`src/rtl/pwr_seq_ctrl.sv`:
```
// -----------------------------------------------------------------------------
// pwr_seq_ctrl
// Power-sequencing controller for N_DOM switchable domains. A single shared
// sequencer services one domain at a time and drives retention save,
// isolation, power switch and restore in a fixed safe order.
//
// Ports
//   clk      : sole clock, rising edge
//   rst      : synchronous reset, active-high
//   req_off  : per-domain one-cycle power-down request
//   req_on   : per-domain one-cycle power-up request
//   sw_ctr   : per-domain power switch control (0 = ON, 1 = OFF)
//   iso      : per-domain isolation enable
//   save     : retention save strobe (active domain only)
//   restore  : retention restore strobe (active domain only)
//   dom_on   : committed domain state (1 = on)
//   busy     : sequencer not idle
//   done     : one-cycle pulse when a domain's sequence completes
//   err      : one-cycle pulse after simultaneous on/off request
// -----------------------------------------------------------------------------
module pwr_seq_ctrl #(
   parameter int N_DOM       = 2,
   parameter int CNT_W       = 8,
   parameter int SAVE_CYC    = 2,
   parameter int ISO_CYC     = 2,
   parameter int OFF_WAIT    = 4,
   parameter int ON_WAIT     = 4,
   parameter int RESTORE_CYC = 2
) (
   input  logic             clk,
   input  logic             rst,
   input  logic [N_DOM-1:0] req_off,
   input  logic [N_DOM-1:0] req_on,
   output logic [N_DOM-1:0] sw_ctr,
   output logic [N_DOM-1:0] iso,
   output logic [N_DOM-1:0] save,
   output logic [N_DOM-1:0] restore,
   output logic [N_DOM-1:0] dom_on,
   output logic             busy,
   output logic [N_DOM-1:0] done,
   output logic             err
);

   localparam int IDX_W = (N_DOM > 1) ? $clog2(N_DOM) : 1;
   localparam logic [IDX_W-1:0] PTR_RST = IDX_W'(N_DOM - 1);

   // Timer load value: a phase of c cycles loads c-1; 0 behaves like 1.
   function automatic logic [CNT_W-1:0] ld_val(input int cyc);
      logic [CNT_W-1:0] v;
      if (cyc < 2) begin
         v = {CNT_W{1'b0}};
      end else begin
         v = CNT_W'(cyc - 1);
      end
      return v;
   endfunction

   localparam logic [CNT_W-1:0] SAVE_LD    = ld_val(SAVE_CYC);
   localparam logic [CNT_W-1:0] ISO_LD     = ld_val(ISO_CYC);
   localparam logic [CNT_W-1:0] OFF_LD     = ld_val(OFF_WAIT);
   localparam logic [CNT_W-1:0] ON_LD      = ld_val(ON_WAIT);
   localparam logic [CNT_W-1:0] RESTORE_LD = ld_val(RESTORE_CYC);
   localparam logic [CNT_W-1:0] CNT_ZERO   = {CNT_W{1'b0}};
   localparam logic [CNT_W-1:0] CNT_ONE    = CNT_W'(1);

   // One-hot decode of a domain index.
   function automatic logic [N_DOM-1:0] onehot(input logic [IDX_W-1:0] idx);
      logic [N_DOM-1:0] v;
      v      = {N_DOM{1'b0}};
      v[idx] = 1'b1;
      return v;
   endfunction

   // Round-robin scan position k places above the last granted index.
   function automatic logic [IDX_W-1:0] rr_idx(input logic [IDX_W-1:0] base, input int k);
      int raw;
      raw = int'(base) + 1 + k;
      if (raw >= N_DOM) begin
         raw = raw - N_DOM;
      end else begin
         raw = raw;
      end
      return IDX_W'(raw);
   endfunction

   typedef enum logic [2:0] {
      ST_IDLE    = 3'd0,
      ST_SAVE    = 3'd1,
      ST_ISO_ON  = 3'd2,
      ST_SW_OFF  = 3'd3,
      ST_SW_ON   = 3'd4,
      ST_RESTORE = 3'd5,
      ST_ISO_OFF = 3'd6,
      ST_DONE    = 3'd7
   } state_t;

   state_t           state_r, state_s;
   logic [CNT_W-1:0] cnt_r, cnt_s;
   logic [IDX_W-1:0] act_r, act_s;
   logic [IDX_W-1:0] ptr_r, ptr_s;
   logic [N_DOM-1:0] tgt_r, tgt_s;
   logic [N_DOM-1:0] iso_r, iso_s;
   logic [N_DOM-1:0] sw_r, sw_s;
   logic [N_DOM-1:0] dom_on_r, dom_on_s;
   logic [N_DOM-1:0] save_r, save_s;
   logic [N_DOM-1:0] restore_r, restore_s;
   logic [N_DOM-1:0] done_r, done_s;
   logic             busy_r, busy_s;
   logic             err_r, err_s;
   logic [N_DOM-1:0] pend_s;
   logic [N_DOM-1:0] act_oh_s;
   logic             grant_vld_s;
   logic [IDX_W-1:0] grant_idx_s;

   // Pending domains and round-robin winner (only consumed in IDLE).
   always_comb begin
      act_oh_s    = onehot(act_r);
      grant_vld_s = 1'b0;
      grant_idx_s = {IDX_W{1'b0}};
      if (state_r != ST_IDLE) begin
         pend_s = (tgt_r ^ dom_on_r) & ~act_oh_s;
      end else begin
         pend_s = tgt_r ^ dom_on_r;
      end
      for (int k = 0; k < N_DOM; k++) begin
         if (!grant_vld_s && pend_s[rr_idx(ptr_r, k)]) begin
            grant_vld_s = 1'b1;
            grant_idx_s = rr_idx(ptr_r, k);
         end else begin
            grant_vld_s = grant_vld_s;
            grant_idx_s = grant_idx_s;
         end
      end
   end

   // Next-state, phase timer and per-domain control register updates.
   always_comb begin
      state_s  = state_r;
      cnt_s    = cnt_r;
      act_s    = act_r;
      ptr_s    = ptr_r;
      iso_s    = iso_r;
      sw_s     = sw_r;
      dom_on_s = dom_on_r;
      err_s    = |(req_on & req_off);
      // Simultaneous on/off leaves the target untouched.
      tgt_s    = (tgt_r | (req_on & ~req_off)) & ~(req_off & ~req_on);
      case (state_r)
         ST_IDLE: begin
            if (grant_vld_s) begin
               act_s = grant_idx_s;
               ptr_s = grant_idx_s;
               if (tgt_r[grant_idx_s]) begin
                  state_s = ST_SW_ON;
                  cnt_s   = ON_LD;
                  sw_s    = sw_r & ~onehot(grant_idx_s);
               end else begin
                  state_s = ST_SAVE;
                  cnt_s   = SAVE_LD;
               end
            end else begin
               state_s = ST_IDLE;
            end
         end
         ST_SAVE: begin
            if (cnt_r == CNT_ZERO) begin
               state_s = ST_ISO_ON;
               cnt_s   = ISO_LD;
               iso_s   = iso_r | act_oh_s;
            end else begin
               cnt_s = cnt_r - CNT_ONE;
            end
         end
         ST_ISO_ON: begin
            if (cnt_r == CNT_ZERO) begin
               state_s = ST_SW_OFF;
               cnt_s   = OFF_LD;
               sw_s    = sw_r | act_oh_s;
            end else begin
               cnt_s = cnt_r - CNT_ONE;
            end
         end
         ST_SW_OFF: begin
            if (cnt_r == CNT_ZERO) begin
               state_s  = ST_DONE;
               dom_on_s = dom_on_r & ~act_oh_s;
            end else begin
               cnt_s = cnt_r - CNT_ONE;
            end
         end
         ST_SW_ON: begin
            if (cnt_r == CNT_ZERO) begin
               state_s = ST_RESTORE;
               cnt_s   = RESTORE_LD;
            end else begin
               cnt_s = cnt_r - CNT_ONE;
            end
         end
         ST_RESTORE: begin
            if (cnt_r == CNT_ZERO) begin
               state_s = ST_ISO_OFF;
               cnt_s   = CNT_ZERO;
               iso_s   = iso_r & ~act_oh_s;
            end else begin
               cnt_s = cnt_r - CNT_ONE;
            end
         end
         ST_ISO_OFF: begin
            state_s  = ST_DONE;
            dom_on_s = dom_on_r | act_oh_s;
         end
         ST_DONE: begin
            state_s = ST_IDLE;
            cnt_s   = CNT_ZERO;
         end
         default: begin
            state_s = ST_IDLE;
            cnt_s   = CNT_ZERO;
         end
      endcase
   end

   // Strobe decodes of the upcoming state so the outputs leave a flop.
   always_comb begin
      busy_s    = (state_s != ST_IDLE);
      save_s    = (state_s == ST_SAVE)    ? onehot(act_s) : {N_DOM{1'b0}};
      restore_s = (state_s == ST_RESTORE) ? onehot(act_s) : {N_DOM{1'b0}};
      done_s    = (state_s == ST_DONE)    ? onehot(act_s) : {N_DOM{1'b0}};
   end

   // State and output registers; reset returns every domain to powered-on.
   always_ff @(posedge clk) begin
      if (rst) begin
         state_r   <= ST_IDLE;
         cnt_r     <= CNT_ZERO;
         act_r     <= {IDX_W{1'b0}};
         ptr_r     <= PTR_RST;
         tgt_r     <= {N_DOM{1'b1}};
         iso_r     <= {N_DOM{1'b0}};
         sw_r      <= {N_DOM{1'b0}};
         dom_on_r  <= {N_DOM{1'b1}};
         save_r    <= {N_DOM{1'b0}};
         restore_r <= {N_DOM{1'b0}};
         done_r    <= {N_DOM{1'b0}};
         busy_r    <= 1'b0;
         err_r     <= 1'b0;
      end else begin
         state_r   <= state_s;
         cnt_r     <= cnt_s;
         act_r     <= act_s;
         ptr_r     <= ptr_s;
         tgt_r     <= tgt_s;
         iso_r     <= iso_s;
         sw_r      <= sw_s;
         dom_on_r  <= dom_on_s;
         save_r    <= save_s;
         restore_r <= restore_s;
         done_r    <= done_s;
         busy_r    <= busy_s;
         err_r     <= err_s;
      end
   end

   assign sw_ctr  = sw_r;
   assign iso     = iso_r;
   assign save    = save_r;
   assign restore = restore_r;
   assign dom_on  = dom_on_r;
   assign busy    = busy_r;
   assign done    = done_r;
   assign err     = err_r;

endmodule

```
`config.mk`:
```
export PLATFORM = sky130hd
export DESIGN_NAME = pwr_seq_ctrl
export DESIGN_NICKNAME = d
export VERILOG_FILES = /design/src/rtl/pwr_seq_ctrl.sv
export SDC_FILE = /design/constraint.sdc
export NUM_CORES = 1
export LEC_CHECK = 0
export ABC_AREA = 1
export CAP_MARGIN = 40
export CORE_UTILIZATION = 49
export DETAILED_ROUTE_END_ITERATION = 6
export PLACE_DENSITY_LB_ADDON = 0.15
export SKIP_CTS_REPAIR_TIMING = 1
export SLEW_MARGIN = 20
export SYNTH_ARGS = -nofsm -noshare
export SYNTH_HDL_FRONTEND = slang
export SYNTH_SLANG_ARGS = --single-unit
```
`constraint.sdc`:
```
create_clock -name clk -period 1.35 [get_ports clk]
set_input_delay 0.3375 -clock clk [delete_from_list [all_inputs] [get_ports clk]]
set_output_delay 0.3375 -clock clk [all_outputs]
set_load 0.01 [all_outputs]
```
== Yosys cells after proc, flatten, opt, wreduce, memory -nomap -nowiden ==
Cells that the tools add are included.
Cells by class
  bitwise gates (word level): 21
  equality and inequality tests: 17
  $lt $le $gt $ge: 10
  multiplexer cells: 45
  reduce and logical (&&, ||, !) cells: 23
  add/subtract/negate cells: 5
Operators by type and width (number)
  $pmux 8 s6: 1
  $mux 8: 5
  $pmux 3 s8: 1
  $mux 3: 7
  $eq 3x3->1 const B: 6
  $mux 1: 17
  $and 2x2->2: 8
  $mux 2: 8
  $ne 2x2->1 const B: 7
  $pmux 2 s2: 3
  $lt 1x2->1 const B: 5
  $not 2->2: 5
  $reduce_or 2->1: 5
  $logic_not 8->1: 1
  $or 2x2->2: 4
  $sub 8x1->8 const B: 1
  $eq 3x1->1 const B: 2
  $eq 3x2->1 const B: 2
  $reduce_and 3->1: 2
  $reduce_bool 2->1: 3
  $reduce_bool 3->1: 2
  $reduce_bool 6->1: 1
  $logic_and 1x1->1: 4
  $reduce_and 2->1: 2
  other kinds (12): 19
Storage, ports and cells
  bits in registers: 29
  logic and storage cells: 134
  input port bits: 6
  output and inout port bits: 14

== Depth between registers and ports, before layout ==
Gate-level depths: netlist (run 1).
  depth in word-level cells: 22
  depth in mapped cells: 13
  mapped depth without buffers: 12

== Least setup slack after synthesis (run 1) ==
No wires, ideal clock.
  path kind: register to register
  start point: register cnt_r[0]
  end point: register cnt_r[0]
  path slack: -0.159 ns
  path buffers: 1
  arrival time: 1.395 ns
  setup time: 0.115 ns
  data required time: 1.235 ns
  period minus slack after synthesis: 1.509 ns
  cell stages (with the launch flop): 12
  path through: dfxtp_1 -> inv_1 -> ha_1 -> nand4_4 -> nor2_4 -> nor2_4 -> nand2_4 -> inv_2 -> buf_6 -> nand2_1 -> a21oi_1 -> nor2_1
Between the ends
  word-level cells in the longest chain between the ends: 3
  elaborated cells on any way between the ends: 9
  classes of those cells: add/sub: 1; eq/ne: 1; mux: 5; reduce/logical: 2
Ends and longest elaborated chain
  from (decl): RTL line 98  | logic [CNT_W-1:0] cnt_r, cnt_s;
  from (signal assigned): RTL line 249  | cnt_r <= cnt_s;
  $sub 8x1->8 / $logic_not 8->1 (equally long branches)
  $mux 8, or another cell as far along: RTL line 200  | if (cnt_r == CNT_ZERO) begin
  $pmux 8 s6 / $reduce_and 3->1 (equally long branches)
Several ways; a longest one is shown, not always the timed one. The select of a mux whose other input is x is not followed.
A chain may end at the register's enable or synchronous reset.

== Final worst setup path (run 1) ==
  start point: register state_r[2]
  end point: register cnt_r[4]
Between the ends
  word-level cells in the longest chain between the ends: 10
  elaborated cells on any way between the ends: 23
  classes of those cells: eq/ne: 8; mux: 8; reduce/logical: 7
Ends and longest elaborated chain
  from (decl): RTL line 97  | state_t state_r, state_s;
  from (signal assigned): RTL line 248  | state_r <= state_s;
  $reduce_bool 3->1: RTL line 120  | if (state_r != ST_IDLE) begin
  $mux 2: RTL line 120
  $mux 1 (not written as such) (2 in a row): RTL line 126  | if (!grant_vld_s && pend_s[rr_idx(ptr_r, k)]) begin
  $mux 1: RTL line 126
  $logic_not 1->1: RTL line 126
  $logic_and 1x1->1: RTL line 126
  $mux 1: RTL line 126
  $ne 2x2->1 (no source line)
  $reduce_and 3->1 (no source line)
Several ways; a longest one is shown, not always the timed one. The select of a mux whose other input is x is not followed.

==> impl_metrics.ini, run 1 <==
[sta]
setup_viol_count_final = 26
fin_skew_ns = 0.0160
final-max-slew-violation-count = 0
period_share = 1.17
rsz0062_at_grt = true
fin_ws_ns = -0.224
max_freq_ghz = 0.635
hold_violations = 0
slew_headroom = 0.757
finalCriticalPeriod_ns = 1.57
worst_pin_slew_ns = 0.362
tns_ns = -2.88

[yosys]
syn_inst = 229
yosys.cell_types.count = 31
yosysTopAreaCell = dfxtp_1
async_flop_share = 0
synth_ff_type = dfxtp_1
synth_area_sq_um = 1600
yosys_warnings = 0
avgSynthCellArea_sq_um = 6.97
ys_seq_area_frac = 0.364
synth_nets = 237
synth.area.top_cells = dfxtp_1, nand2_1, nor2_1
synth_edf_count = 0
synth.top_cell.area_share = 0.364
synth_seq_cells = 29

[clocking]
cts_made_buffers = 5
clk_pin_slew_worst_paths_ns = 0.11
clock_latency_ns = 0.35
cts_num_sinks = 29
cts_root_buf = clkbuf_4
htree_levels = 2
clockBufferDepth = 2
cts_tree = built

[setup_path]
critical_path.max_stage_delay_ns = 0.39
cp.required_ns = 1.60
path_max_fanout = 6
critPathCaptureType = register
start_kind = register
arrival_ns = 1.83
worst_path_max_delay_cell = dfxtp_4
crit_top_cell = nor2_4
crit_type = reg2reg
cp_cell_sequence = buf_4, nor2_4, nand2_2, nor2_4, nor2_4, nand2_4, buf_12, clkinv_8, nand2_2, nand2_1, nand2_1, nor2_1

[global_routing]
grt_pass1_wl_mm = 6.56
track_usage = 0.252
first_global_vias = 1480
grt_max_degree = 12
grt-ovfl-total = 0
grt_antenna_before_repair = 0

[pwr]
p_leak_uw = 0.00141
fin_total_pwr_uw = 7310
powerDensity_nw_per_um2 = 2750
vdd_ir_drop_max_v = 0.00167

[layout]
antenna_cells = 0
seq_area_sq_um = 597
final_util = 0.864
syn_to_final_growth_pct = 66.5
fillCellCount = 149
nets = 313
drive_gt1_frac = 0.497
multi_input_area_sq_um = 1120

[floorplan]
chipWidth_um = 59.1
die_y_um = 59.1
rows = 20
ios = 20
die_area_sq_um = 3490
start_util = 0.519
core-area_sq_um = 3080

[detailed_routing]
ant_nets = 0
firstDrtPassIters = 5
totalWireLength_mm = 5.70
drt_iter0_drc = 175
post_drt_wl_per_cell_um = 16.3
via_count = 1922
drc_errors = 0
via_per_inst = 5.49

[placed_design]
routabilityCongestion = 0.907
pre_cts_slack_ns = -0.152
port_buffers = 19
dp_hpwl_mm = 3.01

[flow_run]
max_cap_violations = 0

[status]
status = complete, but fails checks
violations = negative setup slack

[worst_hold_path]
hold_class = reg2reg
==> per-layer routing <==
layer,vias to the layer above,wire (um),GRT usage
li1,890,-,-
met5,-,0,0
met1,904,2270,0.340
met3,29,372,0.0611
met4,0,182,0.0986
met2,99,2880,0.388
==> Yosys cell counts (2+ instances only) <==
library cell,count
nand2_1,58
nor2_1,29
o21bai_1,2
buf_6,2
inv_1,26
nor3_2,2
o21ai_0,11
nor3_1,4
nand2_4,2
o21ai_1,2
a21oi_1,14
nor2_4,4
nand3_2,6
inv_2,3
nand3_1,16
dfxtp_1,29
nand2_2,4
ha_1,2
==> power by group <==
group	total, uW	leakage [uW]	switching (uW)	internal [uW]
Sequential	1340	0.000240	215	1120
Combinational	5200	0.00113	2920	2280
Clock	775	0.0000445	336	440
Total	7310	0.00141	3470	3840
==> critical path, delay by kind of cell, from the launching register on <==
kind | cells | cell delay, ns
buffers and inverters | 3 | 0.33
DFF | 1 | 0.39
and+or+nand+nor | 9 | 0.76
==> stage by stage <==
step | hold slack (ns) | instance area [sq um] | std cells
CTS | 0.501 | 2250 | 339
global placement | 0.474 | 2170 | 331
finish | 0.487 | 2660 | 350
detailed placement | 0.483 | 2170 | 331
floorplan | 0.448 | 1630 | 229
global route | 0.502 | 2660 | 350
==> path summary, 6_finish.rpt <==
kind / startpoint / endpoint / slack [ns] / cells after the start
max: state_r[2]$_SDFF_PP0_ / cnt_r[4]$_SDFFE_PP0P_ / -0.22 / 12
min reg2reg: register / register / 0.49 / 2
min: register / register / 0.49 / 2
max reg2reg: state_r[2]$_SDFF_PP0_ / cnt_r[4]$_SDFFE_PP0P_ / -0.22 / 12
==> area by class of cell <==
cell class	instances	share of cell area
multi-input cells	166	0.422
inverters	30	0.0499
flip-flops and latches	29	0.224
clock inverters	2	0.0141
repair buffers	72	0.246
repair inverters	1	0.00329
well taps	44	0.0207
clock buffers	6	0.0193
==> logic make-up (layout without fill, tap and decap cells) <==
group / Yosys count / after routing / share of synthesized area
AOI/OAI and AO/OA: 34 / 34 / 0.118
adders and majority gates: 2 / 2 / 0.0157
buffers and inverters: 34 / 111 / 0.0917
DFF: 29 / 29 / 0.364
and+or+nand+nor: 130 / 130 / 0.411
==> placed cells by master (no fill, tap or decap), types with 3 or more instances in the layout <==
cell,n
a21oi_1,11
o21ai_0,6
nor2_1,20
clkbuf_4,5
o21ai_2,4
buf_6,5
nor3_2,4
nand3_1,11
inv_2,7
dfxtp_2,10
o21ai_1,3
nand2_1,39
nor2_4,8
dlymetal6s2s_1,14
clkdlybuf4s50_1,5
nand3_2,9
nand2_4,10
nand2_2,15
buf_4,47
inv_1,19
dfxtp_1,18
nor2_2,6
inv_4,3
Power figures use the tool's default switching activity.
==> run 2, diff against run 1 <==
- ABC_CLOCK_PERIOD_IN_PS: default -> 1350
- CORE_MARGIN: default -> 2
- CTS_CLUSTER_DIAMETER: default -> 60
==> run 2 against run 1 <==
  * The run still ends with negative setup slack left
  * Critical endpoint is now cnt_r[5]$_SDFFE_PP0P_
  * Final area up 4.3%
  * Core utilization up 3.7 points
  * Clock power down 6.1%
  * Via count down 2.6%
  * First-iteration DRC count down 29%
  * Routed wire length up 2.6%
  * Critical path depth down 1
  * Critical path type unchanged
  * Fmax down 1.1%
  * Flip-flop and latch count unchanged
==> impl_metrics.ini, run 2 (synthesis gave the netlist of run 1 again) <==
[sta]
fin_skew_ns = 0.00567
final-max-slew-violation-count = 0
setup_viol_count_final = 22
fin_ws_ns = -0.242
rsz0062_at_grt = true
tns_ns = -2.73
worst_pin_slew_ns = 0.336
period_share = 1.18
slew_headroom = 0.775
finalCriticalPeriod_ns = 1.59
hold_violations = 0
max_freq_ghz = 0.628
holdWs_ns = 0.513

[clocking]
htree_levels = 2
cts_tree = built
clk_pin_slew_worst_paths_ns = 0.10
cts_made_buffers = 5
clockBufferDepth = 2
cts_num_sinks = 29
clock_latency_ns = 0.34
cts_root_buf = clkbuf_4

[global_routing]
grt_max_degree = 12
track_usage = 0.232
use_met3 = 0.0630
grt_busiest_layer = met2
grt_pass1_wl_mm = 6.31
grt_util_met1 = 0.328
first_global_vias = 1430
met2_usage = 0.359
grt_antenna_before_repair = 0
grt-ovfl-total = 0

[pwr]
intPower_uw = 4130
pwr-share-seq = 0.171
comb_power_share = 0.736
p_leak_uw = 0.00144
clkPwrFrac = 0.093
vdd_ir_drop_max_v = 0.00194
fin_total_pwr_uw = 7840
net-switching-power_uw = 3710
powerDensity_nw_per_um2 = 2820
swShare = 0.473

[detailed_routing]
totalWireLength_mm = 5.85
via_per_inst = 5.32
post_drt_wl_per_cell_um = 16.6
drt_iter0_drc = 125
ant_nets = 0
drc_errors = 0
via_count = 1872
firstDrtPassIters = 4

[setup_path]
path_delay_family = simple AND/OR/NAND/NOR gates
cp.required_ns = 1.62
start_kind = register
critical_path.max_stage_delay_ns = 0.42
cp_cell_sequence = inv_1, nand2_1, nand2_1, inv_2, nand3_2, nand2_4, buf_6, nor2_2, nand2_1, nand2_1, nor2_1
crit_top_cell = nand2_1
crit_type = reg2reg
worst_path_max_delay_cell = dfxtp_1
path_buf_inv = 3
path_max_fanout = 5
arrival_ns = 1.86
critPathCaptureType = register

[layout]
layout_common_cells = buf_4, nand2_1, inv_1
antenna_cells = 0
layout_commonest_cell = buf_4
syn_to_final_growth_pct = 73.7
nets = 315
drive_gt1_frac = 0.536

[placed_design]
port_buffers = 19
dp_hpwl_mm = 2.97
pre_cts_slack_ns = -0.115
routabilityCongestion = 0.943

[flow_run]
max_cap_violations = 0

[floorplan]
core-area_sq_um = 3080
die_y_um = 61.1
chipWidth_um = 61.1
ios = 20
start_util = 0.519
die_area_sq_um = 3730
rows = 20

[status]
status = complete, but fails checks
violations = negative setup slack

[worst_hold_path]
hold_class = reg2reg
[run 2: per-stage QoR]
stage                     instances  instance area (sq um)   util
after CTS                       345                   2290  0.746
final                           352                   2770  0.901
after floorplan                 229                   1630      -
after global routing            352                   2770  0.901
after detailed placement        337                   2210  0.718
after global placement          337                   2210  0.718
[run 2: routing by layer]
layer  up-vias  part of all wire
met4         0             0.029
met1       893              0.40
met5         -                 0
li1        894                 -
met2        67              0.52
met3        18             0.049
[run 2: power groups by stage]
stage	sequential [uW]	clock (uW)	combinational, uW
finish	1340	728	5770
global route	1360	766	6110
CTS	1260	737	3770
detailed placement	1270	0	3740
global placement	1270	0	3690
floorplan	1330	0	2150
[run 2: layout make-up]
class | count | area (sq um)
multi-input combinational | 166 | 1210
timing repair buffer | 74 | 691
sequential | 29 | 599
fill | 132 | 304
inverter | 30 | 128
tap | 44 | 55.1
clock inverter | 3 | 46.3
clock buffer | 5 | 37.5
timing repair inverter | 1 | 11.3
[run 2: path summary, 6_finish.rpt]
kind                                          start  cells after the start  slack [ns]                    end
worst max-delay path            tgt_r[0]$_SDFF_PP1_                     11       -0.24  cnt_r[5]$_SDFFE_PP0P_
worst min-delay path                       register                      2        0.51               register
worst max register to register  tgt_r[0]$_SDFF_PP1_                     11       -0.24  cnt_r[5]$_SDFFE_PP0P_
worst min register to register             register                      2        0.51               register
[run 2: worst min-delay path: stages, from the launching register on]
cell and delay (ns):
dfxtp_1 0.37, o21ai_2 0.07, nand2_1 0.04
==> run 3, diff against run 2 <==
- GPL_ROUTABILITY_DRIVEN: default -> 1
- SLEW_MARGIN: 20 -> default
==> results of run 3 <==
No change in the layout: final DEF, timing and power equal those of run 2.
